[src/rtl/reg_file_sb_pkg.sv]
// Shared types and default sizes for the reg_file_sb register file.
// The build macro REG_FILE_BYPASS_EN enables write-to-read forwarding in rf_read_port.
package rf_pkg;

  typedef enum logic {
    RF_INIT = 1'b0,
    RF_RUN  = 1'b1
  } rf_state_t;

  localparam int RF_XLEN     = 32;
  localparam int RF_NREGS    = 32;
  localparam int RF_NRD      = 2;
  localparam int RF_ZERO_REG = 0;

endpackage

[src/rtl/reg_file_sb_if.sv]
// Decode/writeback bus of reg_file_sb: writeback, issue and packed multi-port reads.
// The master side is the pipeline; the slave side is the register file.
interface reg_file_sb_if
  import rf_pkg::*;
#(
  parameter int XLEN  = RF_XLEN,
  parameter int NREGS = RF_NREGS,
  parameter int NRD   = RF_NRD
);
  localparam int AW = $clog2(NREGS);

  logic                  reg_write;
  logic [AW-1:0]         rd;
  logic [XLEN-1:0]       write_data;
  logic                  issue_valid;
  logic [AW-1:0]         issue_rd;
  logic [NRD*AW-1:0]     rs_addr;
  logic [NRD*XLEN-1:0]   rs_data;
  logic [NRD-1:0]        rs_busy;
  logic                  ready;

  modport master (
    output reg_write, rd, write_data, issue_valid, issue_rd, rs_addr,
    input  rs_data, rs_busy, ready
  );

  modport slave (
    input  reg_write, rd, write_data, issue_valid, issue_rd, rs_addr,
    output rs_data, rs_busy, ready
  );

endinterface

[src/rtl/reg_file_sb_read_port.sv]
// One read port: register mux, busy lookup, optional forwarding, not-ready masking.
// With REG_FILE_BYPASS_EN defined, a same-cycle write to the addressed register is forwarded.
module rf_read_port
  import rf_pkg::*;
#(
  parameter  int XLEN  = RF_XLEN,
  parameter  int NREGS = RF_NREGS,
  localparam int AW    = $clog2(NREGS)
) (
  input  logic                  ready,
  input  logic [AW-1:0]         addr,
  input  logic [NREGS*XLEN-1:0] regs_flat,
  input  logic [NREGS-1:0]      busy_vec,
  input  logic                  wr_en,
  input  logic [AW-1:0]         wr_addr,
  input  logic [XLEN-1:0]       wr_data,
  output logic [XLEN-1:0]       rd_data,
  output logic                  rd_busy
);

  always_comb begin
    rd_data = '0;
    rd_busy = 1'b0;
    if (ready && addr != AW'(RF_ZERO_REG)) begin
      rd_data = regs_flat[addr*XLEN +: XLEN];
      rd_busy = busy_vec[addr];
`ifdef REG_FILE_BYPASS_EN
      // A producer writing back this cycle has, by definition, completed.
      if (wr_en && wr_addr == addr) begin
        rd_data = wr_data;
        rd_busy = 1'b0;
      end
`endif
    end
  end

`ifndef REG_FILE_BYPASS_EN
  logic unused_bypass;
  assign unused_bypass = ^{wr_en, wr_addr, wr_data};
`endif

endmodule

[src/rtl/reg_file_sb.sv]
// Integer register file with per-register busy scoreboard and a zeroing init sequencer.
// Define REG_FILE_BYPASS_EN to forward same-cycle writeback data onto matching read ports.
module reg_file_sb
  import rf_pkg::*;
#(
  parameter  int XLEN  = RF_XLEN,
  parameter  int NREGS = RF_NREGS,
  parameter  int NRD   = RF_NRD,
  localparam int AW    = $clog2(NREGS)
) (
  input  logic           clk,
  input  logic           reset,
  reg_file_sb_if.slave   bus
);

  rf_state_t                    state_q, state_d;
  logic [AW-1:0]                init_cnt_q, init_cnt_d;
  logic [NREGS-1:0][XLEN-1:0]   regs_q, regs_d;
  logic [NREGS-1:0]             busy_q, busy_d;
  logic                         ready_q, ready_d;
  logic [NREGS*XLEN-1:0]        regs_flat;
  logic                         wr_en;

  always_comb begin
    state_d    = state_q;
    init_cnt_d = init_cnt_q;
    regs_d     = regs_q;
    busy_d     = busy_q;
    unique case (state_q)
      RF_INIT: begin
        regs_d[init_cnt_q] = '0;
        init_cnt_d         = init_cnt_q + AW'(1);
        if (init_cnt_q == AW'(NREGS - 1)) begin
          state_d = RF_RUN;
        end
      end
      RF_RUN: begin
        if (bus.reg_write) begin
          if (bus.rd != AW'(RF_ZERO_REG)) begin
            regs_d[bus.rd] = bus.write_data;
          end
          busy_d[bus.rd] = 1'b0;
        end
        // Issue is applied after writeback so a new producer keeps the bit set.
        if (bus.issue_valid && bus.issue_rd != AW'(RF_ZERO_REG)) begin
          busy_d[bus.issue_rd] = 1'b1;
        end
      end
      default: state_d = RF_INIT;
    endcase
    busy_d[RF_ZERO_REG] = 1'b0;
    ready_d = (state_d == RF_RUN);
  end

  always_ff @(posedge clk or posedge reset) begin
    if (reset) begin
      state_q    <= RF_INIT;
      init_cnt_q <= '0;
      busy_q     <= '0;
      ready_q    <= 1'b0;
    end else begin
      state_q    <= state_d;
      init_cnt_q <= init_cnt_d;
      busy_q     <= busy_d;
      ready_q    <= ready_d;
    end
  end

  // Contents need no reset: the INIT sweep zeroes every entry before reads unmask.
  always_ff @(posedge clk) begin
    regs_q <= regs_d;
  end

  assign regs_flat = regs_q;
  assign wr_en     = ready_q & bus.reg_write;
  assign bus.ready = ready_q;

  for (genvar k = 0; k < NRD; k++) begin : g_port
    rf_read_port #(
      .XLEN  (XLEN),
      .NREGS (NREGS)
    ) u_port (
      .ready     (ready_q),
      .addr      (bus.rs_addr[k*AW +: AW]),
      .regs_flat (regs_flat),
      .busy_vec  (busy_q),
      .wr_en     (wr_en),
      .wr_addr   (bus.rd),
      .wr_data   (bus.write_data),
      .rd_data   (bus.rs_data[k*XLEN +: XLEN]),
      .rd_busy   (bus.rs_busy[k])
    );
  end

endmodule

[src/flat_wrapper.sv]
// flat-port wrapper written by rule: the top's interface ports become plain ports
module reg_file_sb_flat import rf_pkg::*;
#(
  parameter  int XLEN  = RF_XLEN,
  parameter  int NREGS = RF_NREGS,
  parameter  int NRD   = RF_NRD,
  localparam int AW    = $clog2(NREGS)
)
  (clk, reset, bus_reg_write, bus_rd, bus_write_data, bus_issue_valid, bus_issue_rd, bus_rs_addr, bus_rs_data, bus_rs_busy, bus_ready);
  reg_file_sb_if #(.XLEN(XLEN), .NREGS(NREGS), .NRD(NRD)) bus_i ();
  input  logic clk;
  input  logic reset;
  input wire logic [$bits(bus_i.reg_write)-1:0] bus_reg_write;
  input wire logic [$bits(bus_i.rd)-1:0] bus_rd;
  input wire logic [$bits(bus_i.write_data)-1:0] bus_write_data;
  input wire logic [$bits(bus_i.issue_valid)-1:0] bus_issue_valid;
  input wire logic [$bits(bus_i.issue_rd)-1:0] bus_issue_rd;
  input wire logic [$bits(bus_i.rs_addr)-1:0] bus_rs_addr;
  output wire logic [$bits(bus_i.rs_data)-1:0] bus_rs_data;
  output wire logic [$bits(bus_i.rs_busy)-1:0] bus_rs_busy;
  output wire logic [$bits(bus_i.ready)-1:0] bus_ready;
  assign bus_i.reg_write = bus_reg_write;
  assign bus_i.rd = bus_rd;
  assign bus_i.write_data = bus_write_data;
  assign bus_i.issue_valid = bus_issue_valid;
  assign bus_i.issue_rd = bus_issue_rd;
  assign bus_i.rs_addr = bus_rs_addr;
  assign bus_rs_data = bus_i.rs_data;
  assign bus_rs_busy = bus_i.rs_busy;
  assign bus_ready = bus_i.ready;
  reg_file_sb #(.XLEN(XLEN), .NREGS(NREGS), .NRD(NRD)) u_core (.clk(clk), .reset(reset), .bus(bus_i));
endmodule
[config.mk]
export PLATFORM = sky130hd
export DESIGN_NAME = reg_file_sb_flat
export DESIGN_NICKNAME = d
export VERILOG_FILES = /design/src/rtl/reg_file_sb_pkg.sv /design/src/rtl/reg_file_sb_if.sv /design/src/rtl/reg_file_sb_read_port.sv /design/src/rtl/reg_file_sb.sv /design/src/flat_wrapper.sv
export SDC_FILE = /design/constraint.sdc
export NUM_CORES = 2
export LEC_CHECK = 0
export CORE_MARGIN = 4
export CORE_UTILIZATION = 35
export DETAILED_ROUTE_END_ITERATION = 10
export RECOVER_POWER = 50
export SYNTH_ARGS = -nofsm -noshare
export SYNTH_HDL_FRONTEND = slang
export SYNTH_SLANG_ARGS = --single-unit
[constraint.sdc]
create_clock -name clk -period 2.74 [get_ports clk]
set_input_delay 0.274 -clock clk [delete_from_list [all_inputs] [get_ports clk]]
set_output_delay 0.274 -clock clk [all_outputs]
set_load 0.05 [all_outputs]
==> impl_metrics.json <==
{
  "status": "complete, but fails checks",
  "violations": "capacitance limit, slew limit, setup timing",
  "rows": 151,
  "dp_slack_ns": -0.188,
  "finalMaxSlewViolations": 38,
  "cp.required_ns": 2.47,
  "cts_buffers": 116,
  "worstPathArrival_ns": 2.78,
  "gp_congestion": 0.898,
  "syn_to_final_growth_pct": 22.6,
  "io_buffer_count": 122,
  "fp.dieH_um": 423,
  "grt_pass1_wl_mm": 343,
  "tightest_slew_ns": 2.27,
  "yosys_warnings": 0,
  "crit_family": "buffers and inverters",
  "hold_violations": 0,
  "slowest_stage": "or4_4",
  "cts_root_buf": "clkbuf_16",
  "synth_seq_area_share": 0.526,
  "period_share": 1.11,
  "cts_tree": "yes",
  "core-area_um2": 170000,
  "total_leakage_power_nw": 21.3,
  "cts-htree-levels": 3,
  "fin_cells": 6988,
  "synth_cell_types": 46,
  "ys_ff_latch": 1061,
  "post-route-util": 0.433,
  "final_antenna_net_count": 0,
  "clock_skew_ns": 0.0215,
  "wl_per_cell_um": 34.9,
  "gr-usage-all-layers": 0.265,
  "async_flop_share": 0.0349,
  "fp.dieW_um": 423,
  "vdd_drop_max_mv": 0.537,
  "hpwl_mm": 152,
  "hp-class": "in -> reg",
  "cp_max_fo": 8,
  "drc": 0,
  "vias_per_cell": 6.63,
  "gr-total-overflow": 0,
  "slowest_delay_ns": 0.55,
  "finalWirelength_mm": 244,
  "worst_path_most_repeated_cell": "buf_12",
  "clk_path_buf_depth": 3,
  "fmax_mhz": 328,
  "relSlewSlack": -0.514,
  "fin_crit_ns": 3.05,
  "firstDrtPassIters": 5,
  "rsz0062_at_grt": "yes",
  "synth_edf_count": 1024,
  "clock_latency_ns": 0.77,
  "die_area_um2": 179000,
  "timing.final.ws_setup_ns": -0.313,
  "fill_cells": 15400,
  "crit_chain": "inv_4 > or4_4 > buf_12 > buf_16 > o22a_1 > o221ai_4 > buf_12",
  "num_vias": 46400,
  "nNetsFinal": 4665,
  "postSynthAreaPerCell_um2": 13.7,
  "pwr_density_cell_nw_per_um2": 507,
  "r2r_slack_ns": 0.13,
  "placedCellCount": 6761,
  "cap_violations": 1,
  "first_iter_violations": 7349,
  "ctsHoldBuffers": 0,
  "ioPinCount": 123,
  "end_kind": "output port",
  "synth_flop_cell": "edfxtp_1",
  "crit_buf_inv": 4,
  "clkSlewWorstSetupHoldPaths_ns": 0.06,
  "netlist_area_um2": 60200,
  "grt_pass1_vias": 45600,
  "cts.sink_count": 1061,
  "layout-drive-gt1-share": 0.293,
  "grt_antenna_before_repair": 11,
  "crit_type": "reg -> out",
  "finalSetupViolCount": 126,
  "initial_utilization": 0.354,
  "synth_cells": 4402,
  "cp-start-kind": "register",
  "grt_max_degree": 40,
  "syn-num-nets": 4463
}
## what timing repair did
action	CTS	global route
cloned	10	0
buffers inserted	9	2
setup endpoints to repair	66	66
pin swaps	39	28
resized for setup	153	54
endpoints found under the hold margin	0	0
## layer usage
metal | wire [um] | global-route usage
met1 | 87400 | 0.338
met5 | 13 | 0
met2 | 113000 | 0.415
met4 | 14800 | 0.144
met3 | 28600 | 0.0662
## power by group
group | internal [mW] | switching, mW | leakage, nW | total [mW]
Sequential | 17.8 | 0.166 | 7.66 | 18.0
Combinational | 1.84 | 2.56 | 11.9 | 4.40
Clock | 8.15 | 6.90 | 1.69 | 15.1
## kinds of logic (layout without fill, tap and decap cells)
logic type,count (synthesis),in the layout,synth area share
compound gates,1279,1279,0.142
flops,1061,1061,0.526
mux,795,795,0.242
simple gates,789,789,0.0532
buf+inv,470,759,0.0351
fa+ha+maj,5,5,0.00104
xor+xnor,3,3,0.000437
other cells,0,2,0
## cell usage in the layout (no fill, tap or decap), drive strengths merged, types with 5 or more instances in the layout
master / netlist / routed
clkdlybuf4s50: 0 / 48
clkinv: 0 / 49
and2: 35 / 35
a22o: 417 / 417
a21oi: 16 / 16
o22a: 65 / 65
ha: 5 / 5
a31oi: 16 / 16
nor2b: 7 / 7
dfrtp: 37 / 37
nand2: 685 / 685
nor2: 22 / 22
mux4: 526 / 526
inv: 5 / 8
buf: 193 / 489
nand3b: 9 / 9
o21ai: 694 / 694
clkbuf: 272 / 156
edfxtp: 1024 / 1024
mux2i: 267 / 267
o221ai: 65 / 65
## synth_stat cells (all sizes together) (22+ instances only)
cell	number	area share
o22a	65	0.0095
and2	35	0.0036
clkbuf	272	0.017
mux4	526	0.20
buf	193	0.018
dfrtp	37	0.015
nor2	22	0.0015
nand2	685	0.043
o21ai	694	0.058
a22o	417	0.061
mux2i	267	0.044
o221ai	65	0.010
edfxtp	1024	0.51
## tightest hold or removal path, delay by kind of cell
| family | cells | cell delay [ns] |
|---|---|---|
| simple gates | 1 | 0.20 |
| buf+inv | 1 | 0.57 |
| compound gates | 1 | 0.08 |
## area by class of cell
cell class / instances / area [um2] / share of cell area
multi-input combinational: 2871 / 28500 / 0.387
tap: 2295 / 2870 / 0.0389
clock inverter: 58 / 448 / 0.00607
antenna: 2 / 5.00 / 0.0000679
sequential: 1061 / 31700 / 0.430
inverter: 5 / 21.3 / 0.000288
clock buffer: 147 / 3030 / 0.0411
timing repair buffer: 549 / 7150 / 0.0970
## stage by stage
stage	total power [mW]	hold WS (ns)	TNS, ns	area (um2)
after floorplan	20.4	0.454	-164.55	60300
after global placement	22.2	0.511	-0.758	68600
after detailed placement	22.3	0.523	-4.15	68600
after CTS	37.4	0.00860	-19.17	73400
after global routing	38.3	0.433	-28.37	73800
final	37.4	0.402	-20.54	73800
## final timing paths
check | startpoint | to | cells past startpoint
setup / recovery | u_core.state_q | bus_rs_data[58] | 7
hold / removal | bus_issue_rd[2] | u_core.busy_q[6] | 3
setup reg to reg | u_core.state_q | u_core.regs_flat[461] | 5
hold reg to reg | u_core.busy_q[6] | u_core.busy_q[6] | 2
max in group asynchronous | reset | u_core.state_q | 3
min in group asynchronous | reset | u_core.busy_q[13] | 3
## sequential cells by signal, summed over array words and instances (netlist names)
register and cells:
u_core.regs_flat 1024, u_core.busy_q 31, u_core.init_cnt_q 5, u_core.state_q 1
No activity file was read; power rests on OpenSTA's default activity.
